## src/rtl/attack_resolver.sv

```systemverilog
`default_nettype none
// ============================================================================
// Module   : attack_resolver
// Purpose  : Resolves one attack at a time. It rolls an 8-bit LFSR, decides
//            hit or miss against the attack's accuracy, and subtracts the
//            damage from the defender's HP, saturating at 0. It tracks both
//            players' HP and declares a winner when either HP reaches 0.
// Ports    : clk_i        rising-edge clock
//            reset_i      asynchronous active-high reset
//            start_i      one-cycle attack request (honoured only in IDLE)
//            attacker_i   0: P1 attacks P2, 1: P2 attacks P1
//            dmg_i        damage (4b), accu_i accuracy (4b, 15 = always hits)
//            new_game_i   synchronous battle restart, overrides start_i
//            busy_o       attack in flight (ROLL, APPLY)
//            done_o       one-cycle pulse when the result is valid
//            hit_o/crit_o result of the last attack, held until next done_o
//            hp1_o/hp2_o  player hit points
//            game_over_o  high once either HP reaches 0
//            winner_o     0: P1 won, 1: P2 won (valid with game_over_o)
// Options  : define ATTACK_RESOLVER_CRIT_EN to enable critical hits
//            (roll[7:4] == 4'hF on a hit doubles the damage).
// Revision : 1.0 - initial release
// ============================================================================
module attack_resolver #(
  parameter int         HP_W      = 6,
  parameter int         HP_MAX    = 40,
  parameter logic [7:0] LFSR_SEED = 8'hA5
) (
  input  logic            clk_i,
  input  logic            reset_i,
  input  logic            start_i,
  input  logic            attacker_i,
  input  logic [3:0]      dmg_i,
  input  logic [3:0]      accu_i,
  input  logic            new_game_i,
  output logic            busy_o,
  output logic            done_o,
  output logic            hit_o,
  output logic            crit_o,
  output logic [HP_W-1:0] hp1_o,
  output logic [HP_W-1:0] hp2_o,
  output logic            game_over_o,
  output logic            winner_o
);

  // Subtraction width: wide enough for both the HP value and a doubled damage.
  localparam int             SUB_W    = (HP_W > 5) ? HP_W : 5;
  localparam logic [HP_W-1:0] C_HP_MAX = HP_W'(HP_MAX);

  typedef enum logic [2:0] {
    S_IDLE  = 3'd0,
    S_ROLL  = 3'd1,
    S_APPLY = 3'd2,
    S_DONE  = 3'd3,
    S_OVER  = 3'd4
  } state_t;

  state_t          state_q;
  logic [7:0]      lfsr_q, lfsr_d;
  logic [7:0]      roll_q;
  logic            attacker_q;
  logic [3:0]      dmg_q;
  logic [3:0]      accu_q;
  logic [HP_W-1:0] hp1_q, hp2_q;
  logic            busy_q, done_q, hit_q, crit_q, game_over_q, winner_q;

  logic            hit_n;
  logic            crit_n;
  logic [4:0]      dmg_eff;
  logic [HP_W-1:0] def_hp;
  logic [HP_W-1:0] hp_after;
  logic [SUB_W-1:0] def_ext, dmg_ext;

  // Fibonacci LFSR, x^8+x^6+x^5+x^4+1. Free-running in every state, including
  // across new_game; only reset reloads the seed.
  assign lfsr_d = {lfsr_q[6:0], lfsr_q[7] ^ lfsr_q[5] ^ lfsr_q[4] ^ lfsr_q[3]};

  always_ff @(posedge clk_i or posedge reset_i) begin
    if (reset_i) lfsr_q <= LFSR_SEED;
    else         lfsr_q <= lfsr_d;
  end

  // Resolution datapath, evaluated against the latched attack and the roll.
  always_comb begin
    hit_n   = (roll_q[3:0] <= accu_q);
`ifdef ATTACK_RESOLVER_CRIT_EN
    crit_n  = hit_n && (roll_q[7:4] == 4'hF);
    dmg_eff = crit_n ? {dmg_q, 1'b0} : {1'b0, dmg_q};
`else
    crit_n  = 1'b0;
    dmg_eff = {1'b0, dmg_q};
`endif
    def_hp  = attacker_q ? hp1_q : hp2_q;
    def_ext = SUB_W'(def_hp);
    dmg_ext = SUB_W'(dmg_eff);
    // Clamp at 0; the result never exceeds def_hp, so truncation is safe.
    if (def_ext > dmg_ext) hp_after = HP_W'(def_ext - dmg_ext);
    else                   hp_after = '0;
  end

  always_ff @(posedge clk_i or posedge reset_i) begin
    if (reset_i) begin
      state_q     <= S_IDLE;
      roll_q      <= '0;
      attacker_q  <= 1'b0;
      dmg_q       <= '0;
      accu_q      <= '0;
      hp1_q       <= C_HP_MAX;
      hp2_q       <= C_HP_MAX;
      busy_q      <= 1'b0;
      done_q      <= 1'b0;
      hit_q       <= 1'b0;
      crit_q      <= 1'b0;
      game_over_q <= 1'b0;
      winner_q    <= 1'b0;
    end else if (new_game_i) begin
      state_q     <= S_IDLE;
      hp1_q       <= C_HP_MAX;
      hp2_q       <= C_HP_MAX;
      busy_q      <= 1'b0;
      done_q      <= 1'b0;
      hit_q       <= 1'b0;
      crit_q      <= 1'b0;
      game_over_q <= 1'b0;
      winner_q    <= 1'b0;
    end else begin
      // done is a single-cycle pulse raised only on the APPLY->DONE step.
      done_q <= 1'b0;
      case (state_q)
        S_IDLE: begin
          if (start_i) begin
            attacker_q <= attacker_i;
            dmg_q      <= dmg_i;
            accu_q     <= accu_i;
            busy_q     <= 1'b1;
            state_q    <= S_ROLL;
          end
        end
        S_ROLL: begin
          roll_q  <= lfsr_q;
          state_q <= S_APPLY;
        end
        S_APPLY: begin
          if (hit_n) begin
            if (attacker_q) hp1_q <= hp_after;
            else            hp2_q <= hp_after;
          end
          hit_q   <= hit_n;
          crit_q  <= crit_n;
          busy_q  <= 1'b0;
          done_q  <= 1'b1;
          state_q <= S_DONE;
        end
        S_DONE: begin
          // HP was written in APPLY, so def_hp already holds the result.
          if (def_hp == '0) begin
            game_over_q <= 1'b1;
            winner_q    <= attacker_q;
            state_q     <= S_OVER;
          end else begin
            state_q <= S_IDLE;
          end
        end
        S_OVER: begin
          state_q <= S_OVER;
        end
        default: begin
          state_q <= S_IDLE;
        end
      endcase
    end
  end

  assign busy_o      = busy_q;
  assign done_o      = done_q;
  assign hit_o       = hit_q;
  assign crit_o      = crit_q;
  assign hp1_o       = hp1_q;
  assign hp2_o       = hp2_q;
  assign game_over_o = game_over_q;
  assign winner_o    = winner_q;

endmodule
`default_nettype wire

```

## config.mk

```make
export PLATFORM = sky130hd
export DESIGN_NAME = attack_resolver
export DESIGN_NICKNAME = d
export VERILOG_FILES = /design/src/rtl/attack_resolver.sv
export SDC_FILE = /design/constraint.sdc
export NUM_CORES = 1
export LEC_CHECK = 0
export ABC_CLOCK_PERIOD_IN_PS = 6850
export CAP_MARGIN = 10
export CORE_AREA = 2 2 71 73
export DETAILED_ROUTE_END_ITERATION = 7
export DIE_AREA = 0 0 73 75
export HOLD_SLACK_MARGIN = 0.05
export PLACE_DENSITY_LB_ADDON = 0.12
export SLEW_MARGIN = 20
export SYNTH_ARGS = -nofsm -noshare
export SYNTH_HDL_FRONTEND = slang
export SYNTH_SLANG_ARGS = --single-unit
```

## constraint.sdc

```tcl
create_clock -name clk_i -period 6.85 [get_ports clk_i]
set_input_delay 2.055 -clock clk_i [delete_from_list [all_inputs] [get_ports clk_i]]
set_output_delay 2.055 -clock clk_i [all_outputs]
set_load 0.01 [all_outputs]
```

# --- Word level (Yosys, flattened, before mapping) ---
# Cells that the tools add are included.
classes:
  n_addsub: 1
  order_cmp: 2
  n_eq_ne: 6
  muxes: 29
  bitwise_logic: 4
  reduce_logical: 14
ops:
  columns: ["op", "n"]
  rows:
  - ["6-bit 2-to-1 mux", 10]
  - ["3-bit one-hot mux with 5 select lines", 1]
  - ["1-bit 2-to-1 mux", 14]
  - ["2-bit nonzero test", 5]
  - ["3-bit 2-to-1 mux", 3]
  - ["3-bit AND reduction", 3]
  - ["3-bit by 2-bit equality test with 1-bit output, second input constant", 2]
  - ["6-bit by 4-bit > comparator with 1-bit output", 1]
  - ["6-bit logical NOT", 1]
  - ["2-bit AND reduction", 3]
  - ["6-bit by 4-bit subtractor with 6-bit output", 1]
  - ["4-bit less-or-equal comparator", 1]
  - ["3-bit by 1-bit equality test with 1-bit output, second input constant", 1]
  - ["3-bit equality test, second input constant", 1]
  - ["3-bit logical NOT", 1]
  - ["3-bit inequality test, second input constant", 1]
  - ["3-bit nonzero test", 1]
  - ["1-bit XOR", 3]
  - ["2-bit inequality test, second input constant", 1]
  - ["1-bit one-hot mux with 2 select lines", 1]
  - ["1-bit inverter", 1]
word_totals:
  register_bits: 42
  out_inout_bits: 18
  wordCells: 70

# --- Depth between registers and ports, before layout ---
# Gate-level depths: netlist (run 1).
logic_depth:
  depth_word: 7
  depth_mapped: 8
  depth_no_buf: 8

# --- Least setup slack after synthesis (run 1) ---
# OpenSTA, ideal clock, no wires.
synth_timing:
  kind: "in2reg"
  startpoint: "input port new_game_i"
  endpoint: "register roll_q[1]"
  setup_ns: 0.125
  t_arrival_ns: 2.827
  t_required_ns: 6.725
  setup_slack_ns: 3.899
  path_stages: 4
  path_cell_list: "nor2_1 -> and3_1 -> clkbuf_1 -> mux2_2"
synth_between:
  elab_chain_cells: 2
synth_rtl:
  columns: ["element", "line_no", "text"]
  rows:
  - ["from (decl)", "35", "input logic new_game_i,"]
  - ["1-bit inverter (no line)", null, null]
  - ["2-bit AND reduction (no line)", null, null]
  - ["to (signal assigned)", "140", "roll_q <= lfsr_q;"]
  - ["to (decl)", "60", "logic [7:0] roll_q;"]
# Every way passes these cells.
# A chain may end at the register's enable or synchronous reset.

# --- Worst setup path in the final report (run 1) ---
layout_timing:
  startpoint: "input port new_game_i"
  endpoint: "register hp1_q[0], in the netlist hp1_o[0]"
layout_between:
  elab_chain_cells: 2
layout_rtl:
  columns: ["element", "line_no", "text"]
  rows:
  - ["2-bit nonzero test (no line)", null, null]
  - ["3-bit AND reduction (no line)", null, null]
  - ["to (signal assigned)", "145", "if (attacker_q) hp1_q <= hp_after;"]
  - ["to (decl)", "64", "logic [HP_W-1:0] hp1_q, hp2_q;"]
# Several ways; a longest one is shown, not always the timed one.

==> metrics.json, run 1 <==
{
  "die_area": {"value": 5480, "unit": "µm²"},
  "final_min_period_over_clock_period": {"value": 0.524},
  "timing_worst_setup_path_type": {"value": "input pin to flop"},
  "synthFlopType": {"value": "sky130_fd_sc_hd__dfrtp_1"},
  "cts_tree": {"value": "built"},
  "layout_commonest_cell": {"value": "sky130_fd_sc_hd__dfrtp_1"},
  "initial_utilization": {"value": 0.456},
  "timing.critical_path.max_delay_family": {"value": "buffers and inverters"},
  "reg2reg_slack": {"value": 3.87, "unit": "ns"},
  "port-buffer-count": {"value": 29},
  "place_congestion": {"value": 0.827},
  "clk_path_buf_depth": {"value": 2},
  "cp_slowest_stage_delay": {"value": 0.82, "unit": "ns"},
  "vdd_ir_drop_max": {"value": 123, "unit": "µV"},
  "post_cts_resize_count": {"value": 0},
  "netlist_instances": {"value": 184},
  "final_core_utilization": {"value": 0.548},
  "yosysSeqAreaShare": {"value": 0.488},
  "setup.worst_path.end_class": {"value": "flop"},
  "cp_slowest_cell": {"value": "sky130_fd_sc_hd__clkdlybuf4s50_1"},
  "grt_max_degree": {"value": 42},
  "hold_viol_final": {"value": 0},
  "yosys.area_share.simple": {"value": 0.124},
  "area_of_the_placeable_core": {"value": 4660, "unit": "µm²"},
  "drc": {"value": 0},
  "dieWidth": {"value": 73, "unit": "µm"},
  "critical_path_arrival": {"value": 3.77, "unit": "ns"},
  "vertical_die_dimension": {"value": 75, "unit": "µm"},
  "worst_setup_hold_path_clk_slew": {"value": 0.08, "unit": "ns"},
  "vias_per_cell": {"value": 5.66},
  "detail_route.iter0.violations": {"value": 225},
  "worstPathMaxFanout": {"value": 15},
  "setup_bufs_post_cts": {"value": 0},
  "ys_warnings": {"value": 0},
  "mappedNetlistArea": {"value": 2120, "unit": "µm²"},
  "fillCellCount": {"value": 388},
  "power_density_cells": {"value": 240, "unit": "nW/µm²"},
  "worst-slew-pin-transition": {"value": 0.658, "unit": "ns"},
  "cp_cell_sequence": {"value": "clkdlybuf4s50_1 > inv_1 > o211a_1 > mux2_4"},
  "hold_path_class": {"value": "flop to flop"},
  "synth.lib_cells_used.distinct": {"value": 42},
  "finalNetCount": {"value": 238},
  "share_of_flip_flops_with_an_asynchronous_set_or_reset_after_synthesis": {"value": 1.00},
  "number_of_global_route_vias_before_repair": {"value": 1561},
  "place_ws": {"value": 2.99, "unit": "ns"},
  "detailed_place_hpwl": {"value": 3.37, "unit": "mm"},
  "grt_pass1_wl": {"value": 7.61, "unit": "mm"},
  "outcome": {"value": "complete, no violations"},
  "post-route-worst-setup-slack": {"value": 3.26, "unit": "ns"},
  "clock_latency": {"value": 0.29, "unit": "ns"},
  "hp-start": {"value": "lfsr_q[6]$_DFF_PP0_"},
  "ff2ff_path_depth": {"value": 6},
  "setup_viol": {"value": 0},
  "antenna_cells_inserted": {"value": 0},
  "fmaxAchievable": {"value": 278, "unit": "MHz"},
  "pwr-share-seq": {"value": 0.464},
  "finalHoldWorstSlack": {"value": 0.367, "unit": "ns"},
  "grtUsageTotal": {"value": 0.185},
  "post-route-min-period": {"value": 3.59, "unit": "ns"},
  "final.setup.tns": {"value": 0, "unit": "ns"},
  "post_synth_fa_ha_maj_area_fraction": {"value": 0.0624},
  "worstHoldEndpoint": {"value": "lfsr_q[7]$_DFF_PP1_"},
  "area_growth_syn_to_layout": {"value": 20.2, "unit": "%"},
  "htreeDepth": {"value": 2},
  "leak_pwr": {"value": 1.17, "unit": "nW"},
  "regToRegStartpoint": {"value": "attacker_q$_DFFE_PP0P_"},
  "drt.antenna.violating_nets": {"value": 0},
  "max_cap_violations": {"value": 0},
  "internal_power": {"value": 0.416, "unit": "mW"},
  "cp_num_buf_inv": {"value": 2},
  "final_layout_size_suffix_gt1_frac": {"value": 0.222},
  "critPathLaunchType": {"value": "input pin"},
  "synth.ff_latch_count": {"value": 41},
  "synthesis.area_per_instance": {"value": 11.5, "unit": "µm²"},
  "synth_top_family_by_area": {"value": "compound AO/OA/AOI/OAI gates"},
  "cts.root.buffer_cell": {"value": "sky130_fd_sc_hd__clkbuf_8"},
  "boundaryPins": {"value": 31},
  "power.switching": {"value": 0.197, "unit": "mW"},
  "drt-wirelength-per-cell": {"value": 16.6, "unit": "µm"},
  "grt_antenna_before_repair": {"value": 0},
  "crit-reg2reg-capture": {"value": "hp1_o[5]$_DFFE_PP1P_"},
  "holdBufCountCts": {"value": 0},
  "syn_nets": {"value": 207},
  "rows": {"value": 25},
  "clock-skew-final": {"value": 0.00356, "unit": "ns"},
  "most-common-layout-cells": {"value": "sky130_fd_sc_hd__dfrtp_1, sky130_fd_sc_hd__clkdlybuf4s50_1, sky130_fd_sc_hd__mux2_2"},
  "sw_ratio": {"value": 0.322},
  "slew-limit-headroom": {"value": 0.561},
  "routed_wl": {"value": 4.47, "unit": "mm"},
  "worst_hold_path.num_cells": {"value": 0},
  "first_pass_iteration_count_of_the_detailed_router": {"value": 4},
  "muxShareOfSynthArea": {"value": 0.128},
  "rsz0062_at_grt": {"value": "no"},
  "post_synth_edffs": {"value": 0},
  "critical_path_required": {"value": 7.03, "unit": "ns"},
  "final_max_slew_viol_count": {"value": 0},
  "clock-sinks": {"value": 41},
  "power_frac_comb": {"value": 0.271},
  "globalRoute.totalOverflow": {"value": 0},
  "routed-via-count": {"value": 1528},
  "yosys.area_share.xor_xnor": {"value": 0.0206},
  "cts_inserted_buffers": {"value": 5},
  "power_frac_clock": {"value": 0.264},
  "synth-compound-area-share": {"value": 0.138}
}
## flip-flops by register name, summed over array words and instances (netlist names)
register and flops:
hit_o 1, roll_q 4, hp2_o 6, dmg_q 4
hp1_o 6, winner_o 1, done_o 1, attacker_q 1
lfsr_q 8, state_q 3, accu_q 4, busy_o 1
game_over_o 1
## worst max-delay path by stage
stage	start	end	slack (ns)	depth (start not counted)
2_1_floorplan	reset_i	accu_q[0]$_DFFE_PP0P_	3.86	1
3_3_place_gp	new_game_i	dmg_q[2]$_DFFE_PP0P_	3.06	4
3_5_place_dp	new_game_i	accu_q[2]$_DFFE_PP0P_	2.99	4
4_1_cts	new_game_i	dmg_q[2]$_DFFE_PP0P_	3.31	4
5_1_grt	new_game_i	accu_q[2]$_DFFE_PP0P_	3.12	4
6_report	new_game_i	hp1_o[0]$_DFFE_PP0P_	3.26	4
## cell usage after synthesis (all sizes together), types with 3 or more instances
cell / number / area, µm²
nor2: 12 / 45.0
or4: 3 / 30.0
dfstp: 8 / 210
o211a: 4 / 40.0
nor3: 4 / 20.0
nor2b: 3 / 18.8
mux2: 19 / 221
o21ai: 5 / 25.0
clkbuf: 4 / 15.0
nand3: 6 / 30.0
nand2: 5 / 18.8
a21oi: 9 / 45.0
o31ai: 4 / 30.0
xnor2: 3 / 26.3
o2111ai: 3 / 26.3
ha: 9 / 113
mux2i: 5 / 50.1
o211ai: 4 / 30.0
inv: 14 / 52.6
dfrtp: 33 / 826
## metrics by stage
step,cells,total power [mW],area (µm²)
floorplan,184,0.402,2120
global placement,262,0.449,2460
detailed placement,262,0.456,2460
CTS,270,0.619,2550
global route,270,0.648,2550
finish,270,0.614,2550
## routing by layer
layer	share of wire	up-vias	GRT usage
met1	0.46	734	0.238
met2	0.45	53	0.293
met3	0.049	15	0.0415
met4	0.037	0	0.0967
li1	-	726	-
met5	0	-	0
## power groups by stage
stage                     sequential [mW]  combinational [mW]  clock (mW)
after floorplan                     0.284               0.118           0
after global placement              0.289               0.160           0
after detailed placement            0.289               0.166           0
after CTS                           0.285               0.167       0.167
after global routing                0.289               0.185       0.174
final                               0.285               0.167       0.162
## final cells by class
cell class              count  area, µm²  share of cell area
inverters                  14       52.6              0.0206
well taps                  54       67.6              0.0265
clock inverters             3       22.5             0.00882
flip-flops and latches     41       1040               0.406
repair buffers             30        298               0.117
multi-input cells         123       1010               0.395
clock buffers               5       68.8              0.0269
## cell families after synthesis
group                    Yosys count
AND/OR/NAND/NOR                   46
flip-flops                        41
AO/OA/AOI/OAI                     37
multiplexers                      24
buffers and inverters             20
adder cells (fa/ha/maj)           10
XOR/XNOR                           5
other                              1
(Power assumes the default switching activity.)
==> inputs of run 2 (changes only) <==
- ABC_CLOCK_PERIOD_IN_PS: 6850 -> 3600
- clock period: 6.85 -> 3.6 ns (I/O delays scaled with it)
==> run 2 against run 1 <==
Effect of this change:
- utilization is the same
- sequential power up 90%
- routed wire length decreased by 1.7%
- via count decreased by 0.46%
- critical path depth up 2
- design area unchanged
- register-to-register slack lost 3.2 ns
- count of clock-buffer cells in the layout unchanged
- critical path type is now flop to flop
- non-clock buffer count did not move
- first-iteration DRC count fell by 26%
- combinational power up 91%
==> metrics.json, run 2 (synthesis results as in run 1) <==
{
  "drt-wirelength-per-cell": {"value": 16.3, "unit": "µm", "change": "-1.7%"},
  "post-layout-total-power": {"value": 1.16, "unit": "mW", "change": "+89%"},
  "critical_path_required": {"value": 3.81, "unit": "ns", "change": "-3.22 ns"},
  "port-buffer-count": {"value": 29, "change": "unchanged"},
  "globalRoute.totalOverflow": {"value": 0, "change": "unchanged"},
  "post-route-min-period": {"value": 2.89, "unit": "ns"},
  "grt_max_degree": {"value": 42, "change": "unchanged"},
  "grt_antenna_before_repair": {"value": 0, "change": "unchanged"},
  "vertical_die_dimension": {"value": 75, "unit": "µm", "change": "unchanged"},
  "critical_path_arrival": {"value": 3.10, "unit": "ns", "change": "-0.67 ns"},
  "timing_worst_setup_path_type": {"value": "flop to flop"},
  "final.setup.tns": {"value": 0, "unit": "ns", "change": "unchanged"},
  "rows": {"value": 25, "change": "unchanged"},
  "use_met3": {"value": 0.0388, "change": "-0.00268"},
  "clock-skew-final": {"value": 0.00685, "unit": "ns", "change": "+0.00329 ns"},
  "finalNetCount": {"value": 238, "change": "unchanged"},
  "worstSetupStartpoint": {"value": "attacker_q$_DFFE_PP0P_"},
  "final_core_utilization": {"value": 0.548, "change": "unchanged"},
  "die_area": {"value": 5480, "unit": "µm²", "change": "unchanged"},
  "area_growth_syn_to_layout": {"value": 20.2, "unit": "%", "change": "unchanged"},
  "slew-limit-headroom": {"value": 0.589, "change": "+0.0271"},
  "regToRegStartpoint": {"value": "attacker_q$_DFFE_PP0P_"},
  "outcome": {"value": "complete, no violations"},
  "drc": {"value": 0, "change": "unchanged"},
  "setup_bufs_post_cts": {"value": 0, "change": "unchanged"},
  "hold_path_class": {"value": "flop to flop"},
  "grtUsageMet1": {"value": 0.254, "change": "+0.0152"},
  "max_cap_violations": {"value": 0, "change": "unchanged"},
  "cts.root.buffer_cell": {"value": "sky130_fd_sc_hd__clkbuf_8"},
  "reg2reg_slack": {"value": 0.71, "unit": "ns", "change": "-3.16 ns"},
  "vias_per_cell": {"value": 5.63, "change": "-0.46%"},
  "routed_wl": {"value": 4.40, "unit": "mm", "change": "-1.7%"},
  "critPathLaunchType": {"value": "flop"},
  "setup_viol": {"value": 0, "change": "unchanged"},
  "detail_route.iter0.violations": {"value": 166, "change": "-26%"},
  "hold_viol_final": {"value": 0, "change": "unchanged"},
  "detailed_place_hpwl": {"value": 3.31, "unit": "mm", "change": "-1.9%"},
  "fmaxAchievable": {"value": 346, "unit": "MHz"},
  "grtUsageTotal": {"value": 0.180, "change": "-0.00469"},
  "grt_pass1_wl": {"value": 7.42, "unit": "mm", "change": "-2.5%"},
  "place_congestion": {"value": 0.840, "change": "+1.7%"},
  "number_of_global_route_vias_before_repair": {"value": 1532, "change": "-1.9%"},
  "clock_latency": {"value": 0.29, "unit": "ns", "change": "about the same"},
  "routed-via-count": {"value": 1521, "change": "-0.46%"},
  "dieWidth": {"value": 73, "unit": "µm", "change": "unchanged"},
  "final_layout_size_suffix_gt1_frac": {"value": 0.222, "change": "unchanged"},
  "register_name_with_the_most_flops": {"value": "lfsr_q"},
  "antenna_cells_inserted": {"value": 0, "change": "unchanged"},
  "setup.worst_path.end_class": {"value": "flop"},
  "worst_setup_hold_path_clk_slew": {"value": 0.08, "unit": "ns", "change": "about the same"},
  "power_density_cells": {"value": 455, "unit": "nW/µm²", "change": "+89%"},
  "worst-slew-pin-transition": {"value": 0.617, "unit": "ns", "change": "-0.0406 ns"},
  "boundaryPins": {"value": 31, "change": "unchanged"},
  "area_of_the_placeable_core": {"value": 4660, "unit": "µm²", "change": "unchanged"},
  "most-common-layout-cells": {"value": "sky130_fd_sc_hd__dfrtp_1, sky130_fd_sc_hd__clkdlybuf4s50_1, sky130_fd_sc_hd__mux2_2"},
  "number_of_flip_flops_under_the_largest_register_name": {"value": 8, "change": "unchanged"},
  "holdBufCountCts": {"value": 0, "change": "unchanged"},
  "initial_utilization": {"value": 0.456, "change": "unchanged"},
  "fillCellCount": {"value": 415, "change": "+7.0%"},
  "post_cts_resize_count": {"value": 0, "change": "unchanged"},
  "post-route-worst-setup-slack": {"value": 0.709, "unit": "ns", "change": "-2.55 ns"},
  "worstPathMaxFanout": {"value": 14, "change": "-1"},
  "htreeDepth": {"value": 2, "change": "unchanged"},
  "first_pass_iteration_count_of_the_detailed_router": {"value": 4, "change": "unchanged"},
  "leak_pwr": {"value": 1.17, "unit": "nW", "change": "unchanged"},
  "vdd_ir_drop_max": {"value": 286, "unit": "µV", "change": "+130%"},
  "final_min_period_over_clock_period": {"value": 0.803},
  "cts_tree": {"value": "built"},
  "cts_inserted_buffers": {"value": 5, "change": "unchanged"},
  "place_ws": {"value": 0.612, "unit": "ns", "change": "-2.38 ns"},
  "rsz0062_at_grt": {"value": "no"},
  "layout_commonest_cell": {"value": "sky130_fd_sc_hd__dfrtp_1"},
  "grtUsageMet2": {"value": 0.278, "change": "-0.0150"},
  "clk_path_buf_depth": {"value": 2, "change": "unchanged"},
  "final_max_slew_viol_count": {"value": 0, "change": "unchanged"},
  "hp-start": {"value": "lfsr_q[6]$_DFF_PP0_"},
  "clock-sinks": {"value": 41, "change": "unchanged"},
  "drt.antenna.violating_nets": {"value": 0, "change": "unchanged"},
  "grt-busiest-layer": {"value": "met2"}
}
run 2: cell counts in the layout (fill, tap and decap cells not counted):
No cell type changed its count.
run 2: final timing paths:
| check | endpoint | cells after the start |
|---|---|---|
| max reg2reg | hp1_o[5]$_DFFE_PP1P_ | 6 |
| min | lfsr_q[7]$_DFF_PP1_ | 0 |
| max in group asynchronous | lfsr_q[5]$_DFF_PP1_ | 3 |
| min in group asynchronous | state_q[0]$_DFFE_PP0P_ | 3 |
| min reg2reg | lfsr_q[7]$_DFF_PP1_ | 0 |
| max | hp1_o[5]$_DFFE_PP1P_ | 6 |
run 2: power by group:
group / switching [mW] / leakage (nW) / total (mW) / internal, mW
Clock: 0.163 / 0.0481 / 0.300 / 0.137
Sequential: 0.0383 / 0.521 / 0.541 / 0.503
Combinational: 0.167 / 0.599 / 0.319 / 0.152
run 2: final cells by class:
type | count | area [µm²] | share of cell area
clock buffer | 5 | 68.8 | 0.0269
clock inverter | 3 | 22.5 | 0.00882
inverter | 14 | 52.6 | 0.0206
multi-input combinational | 123 | 1010 | 0.395
sequential | 41 | 1040 | 0.406
tap | 54 | 67.6 | 0.0265
timing repair buffer | 30 | 298 | 0.117
run 2: routing by layer:
layer	share of wire	vias up
met5	0	-
met4	0.014	0
met3	0.045	7
met2	0.47	43
met1	0.47	742
li1	-	729
run 2: worst max-delay path: stages (launching register included):
cell                      delay [ns]
sky130_fd_sc_hd__dfrtp_1        0.63
sky130_fd_sc_hd__mux2_2         0.41
sky130_fd_sc_hd__ha_1           0.37
sky130_fd_sc_hd__nand3_1        0.15
sky130_fd_sc_hd__a21oi_1        0.34
sky130_fd_sc_hd__or4b_2         0.65
sky130_fd_sc_hd__a41oi_1        0.25
run 2: metrics by stage:
step / instance area (µm²) / hold WS, ns / instances
2_1_floorplan: 2120 / 0.333 / 184
3_3_place_gp: 2460 / 0.340 / 262
3_5_place_dp: 2460 / 0.341 / 262
4_1_cts: 2550 / 0.366 / 270
5_1_grt: 2550 / 0.371 / 270
6_report: 2550 / 0.359 / 270
==> inputs of run 3 (changes only) <==
- ABC_CLOCK_PERIOD_IN_PS: 3600 -> 2600
- clock period: 3.6 -> 2.6 ns (I/O delays scaled with it)
==> run 3 against run 2 <==
Effect of this change:
- count of clock-buffer cells in the layout unchanged
- first-iteration DRC count decreased by 23%
- clock power is 75% higher
- sequential cell count is the same
- cell count up 1.5%
- largest cell class unchanged
==> metrics.json, run 3 (synthesis results as in run 1) <==
{
  "cp_slowest_stage_delay": {"value": 0.63, "unit": "ns", "change": "-0.02 ns"},
  "post_cts_resize_count": {"value": 0, "change": "unchanged"},
  "vdd_ir_drop_max": {"value": 377, "unit": "µV", "change": "+32%"},
  "rsz0062_at_grt": {"value": "no"},
  "critical_path_required": {"value": 2.82, "unit": "ns", "change": "-0.99 ns"},
  "setup.worst_path.end_class": {"value": "flop"},
  "number_of_global_route_vias_before_repair": {"value": 1516, "change": "-1.0%"},
  "grt_max_degree": {"value": 42, "change": "unchanged"},
  "grt_antenna_before_repair": {"value": 0, "change": "unchanged"},
  "number_of_flip_flops_under_the_largest_register_name": {"value": 8, "change": "unchanged"},
  "clock-sinks": {"value": 41, "change": "unchanged"},
  "place_congestion": {"value": 0.935, "change": "+11%"},
  "vias_per_cell": {"value": 5.66, "change": "+0.48%"},
  "clock-skew-final": {"value": 0.00462, "unit": "ns", "change": "-0.00223 ns"},
  "boundaryPins": {"value": 31, "change": "unchanged"},
  "worst_hold_path.num_cells": {"value": 0, "change": "unchanged"},
  "antenna_cells_inserted": {"value": 0, "change": "unchanged"},
  "ff2ff_path_depth": {"value": 6, "change": "unchanged"},
  "stdcell_count": {"value": 274, "change": "+1.5%"},
  "most-common-layout-cells": {"value": "sky130_fd_sc_hd__dfrtp_1, sky130_fd_sc_hd__clkdlybuf4s50_1, sky130_fd_sc_hd__mux2_2"},
  "grt_pass1_wl": {"value": 7.48, "unit": "mm", "change": "+0.84%"},
  "final_core_utilization": {"value": 0.560, "change": "+0.0123"},
  "final_layout_size_suffix_gt1_frac": {"value": 0.241, "change": "+0.0187"},
  "max_cap_violations": {"value": 0, "change": "unchanged"},
  "drt.antenna.violating_nets": {"value": 0, "change": "unchanged"},
  "layout_commonest_cell": {"value": "sky130_fd_sc_hd__dfrtp_1"},
  "first_pass_iteration_count_of_the_detailed_router": {"value": 4, "change": "unchanged"},
  "numPlacedInstances": {"value": 266, "change": "+1.5%"},
  "setup_bufs_post_cts": {"value": 0, "change": "unchanged"},
  "worst_setup_hold_path_clk_slew": {"value": 0.08, "unit": "ns", "change": "about the same"},
  "rows": {"value": 25, "change": "unchanged"},
  "holdBufCountCts": {"value": 0, "change": "unchanged"},
  "register_name_with_the_most_flops": {"value": "lfsr_q"},
  "detailed_place_hpwl": {"value": 3.34, "unit": "mm", "change": "+0.99%"},
  "initial_utilization": {"value": 0.456, "change": "unchanged"},
  "drc": {"value": 0, "change": "unchanged"},
  "dieWidth": {"value": 73, "unit": "µm", "change": "unchanged"},
  "post-route-min-period": {"value": 2.49, "unit": "ns", "change": "-0.399 ns"},
  "outcome": {"value": "complete, no violations"},
  "die_area": {"value": 5480, "unit": "µm²", "change": "unchanged"},
  "globalRoute.totalOverflow": {"value": 0, "change": "unchanged"},
  "power_density_cells": {"value": 665, "unit": "nW/µm²", "change": "+46%"},
  "drt-wirelength-per-cell": {"value": 16.5, "unit": "µm", "change": "+1.5%"},
  "slew-limit-headroom": {"value": 0.528, "change": "-0.0605"},
  "area_of_the_placeable_core": {"value": 4660, "unit": "µm²", "change": "unchanged"},
  "critPathLaunchType": {"value": "flop"},
  "cts_inserted_buffers": {"value": 5, "change": "unchanged"},
  "setup_viol": {"value": 0, "change": "unchanged"},
  "port-buffer-count": {"value": 29, "change": "unchanged"},
  "worst-slew-pin-transition": {"value": 0.708, "unit": "ns", "change": "+0.0907 ns"},
  "detail_route.iter0.violations": {"value": 128, "change": "-23%"},
  "critical_path_arrival": {"value": 2.71, "unit": "ns", "change": "-0.39 ns"},
  "hold_viol_final": {"value": 0, "change": "unchanged"},
  "finalNetCount": {"value": 242, "change": "+1.7%"},
  "clk_path_buf_depth": {"value": 2, "change": "unchanged"},
  "hold_path_class": {"value": "flop to flop"},
  "leak_pwr": {"value": 1.19, "unit": "nW", "change": "+2.2%"},
  "final_max_slew_viol_count": {"value": 0, "change": "unchanged"},
  "routed-via-count": {"value": 1551, "change": "+2.0%"},
  "routed_wl": {"value": 4.53, "unit": "mm", "change": "+3.0%"},
  "timing_worst_setup_path_type": {"value": "flop to flop"},
  "worstPathMaxFanout": {"value": 5, "change": "-9"},
  "cts.root.buffer_cell": {"value": "sky130_fd_sc_hd__clkbuf_8"},
  "cp_slowest_cell": {"value": "sky130_fd_sc_hd__or4b_2"},
  "final.setup.tns": {"value": 0, "unit": "ns", "change": "unchanged"},
  "htreeDepth": {"value": 2, "change": "unchanged"},
  "clock_latency": {"value": 0.30, "unit": "ns", "change": "about the same"},
  "cp_cell_sequence": {"value": "mux2_2 > ha_1 > nand3_1 > a21oi_2 > or4b_2 > a41oi_1"},
  "area_growth_syn_to_layout": {"value": 22.9, "unit": "%"},
  "cts_tree": {"value": "built"},
  "fmaxAchievable": {"value": 401, "unit": "MHz", "change": "+16%"},
  "grtUsageTotal": {"value": 0.185, "change": "+0.00487"},
  "final_min_period_over_clock_period": {"value": 0.958, "change": "+0.155"},
  "vertical_die_dimension": {"value": 75, "unit": "µm", "change": "unchanged"}
}
[run 3: cell types whose count changed in the layout (fill, tap and decap cells not counted), sizes merged]
| cell | previous run | this run |
|---|---|---|
| clkinvlp | 0 | 1 |
| clkinv | 3 | 1 |
| bufinv | 0 | 1 |
| buf | 1 | 5 |
[run 3: final cells by class]
class,instances,area (µm²)
clock inverters,3,46.3
repair buffers,34,328
well taps,54,67.6
multi-input cells,123,1010
clock buffers,5,68.8
flip-flops and latches,41,1040
inverters,14,52.6
fillers,404,2050
[run 3: power by group]
| part | switching [mW] | internal (mW) | total, mW |
|---|---|---|---|
| clock | 0.236 | 0.287 | 0.524 |
| combinational | 0.247 | 0.225 | 0.471 |
| sequential | 0.0443 | 0.696 | 0.741 |
| total | 0.527 | 1.21 | 1.74 |
[run 3: final timing paths]
| check | startpoint | end | slack [ns] |
|---|---|---|---|
| worst min register to register | lfsr_q[6]$_DFF_PP0_ | lfsr_q[7]$_DFF_PP1_ | 0.36 |
| min in group asynchronous | reset_i | state_q[0]$_DFFE_PP0P_ | 0.90 |
| worst max register to register | attacker_q$_DFFE_PP0P_ | hp1_o[5]$_DFFE_PP1P_ | 0.11 |
| worst max-delay path | attacker_q$_DFFE_PP0P_ | hp1_o[5]$_DFFE_PP1P_ | 0.11 |
| max in group asynchronous | reset_i | hp2_o[3]$_DFFE_PP1P_ | 1.33 |
| worst min-delay path | lfsr_q[6]$_DFF_PP0_ | lfsr_q[7]$_DFF_PP1_ | 0.36 |
[run 3: metal layers]
layer | part of all wire | vias to the layer above | GRT usage
met1 | 0.48 | 766 | 0.260
met4 | 0.013 | 0 | 0.0679
met5 | 0 | - | 0
li1 | - | 731 | -
met2 | 0.45 | 49 | 0.272
met3 | 0.057 | 5 | 0.0549
[run 3: per-stage QoR]
step	instance area (µm²)	hold WS, ns	power, mW	worst slack, ns
finish	2610	0.362	1.74	0.109
global route	2610	0.378	1.84	0.0140
CTS	2610	0.367	1.75	0.124
detailed placement	2500	0.338	1.22	0.149
global placement	2500	0.339	1.21	0.252
floorplan	2130	0.333	1.06	0.0669
[run 3: critical path: cells and delay by family, from the launching register on]
kind | cells | cell delay [ns]
and+or+nand+nor | 2 | 0.79
DFF | 1 | 0.48
AOI/OAI and AO/OA | 2 | 0.40
muxes | 1 | 0.38
adders and majority gates | 1 | 0.37
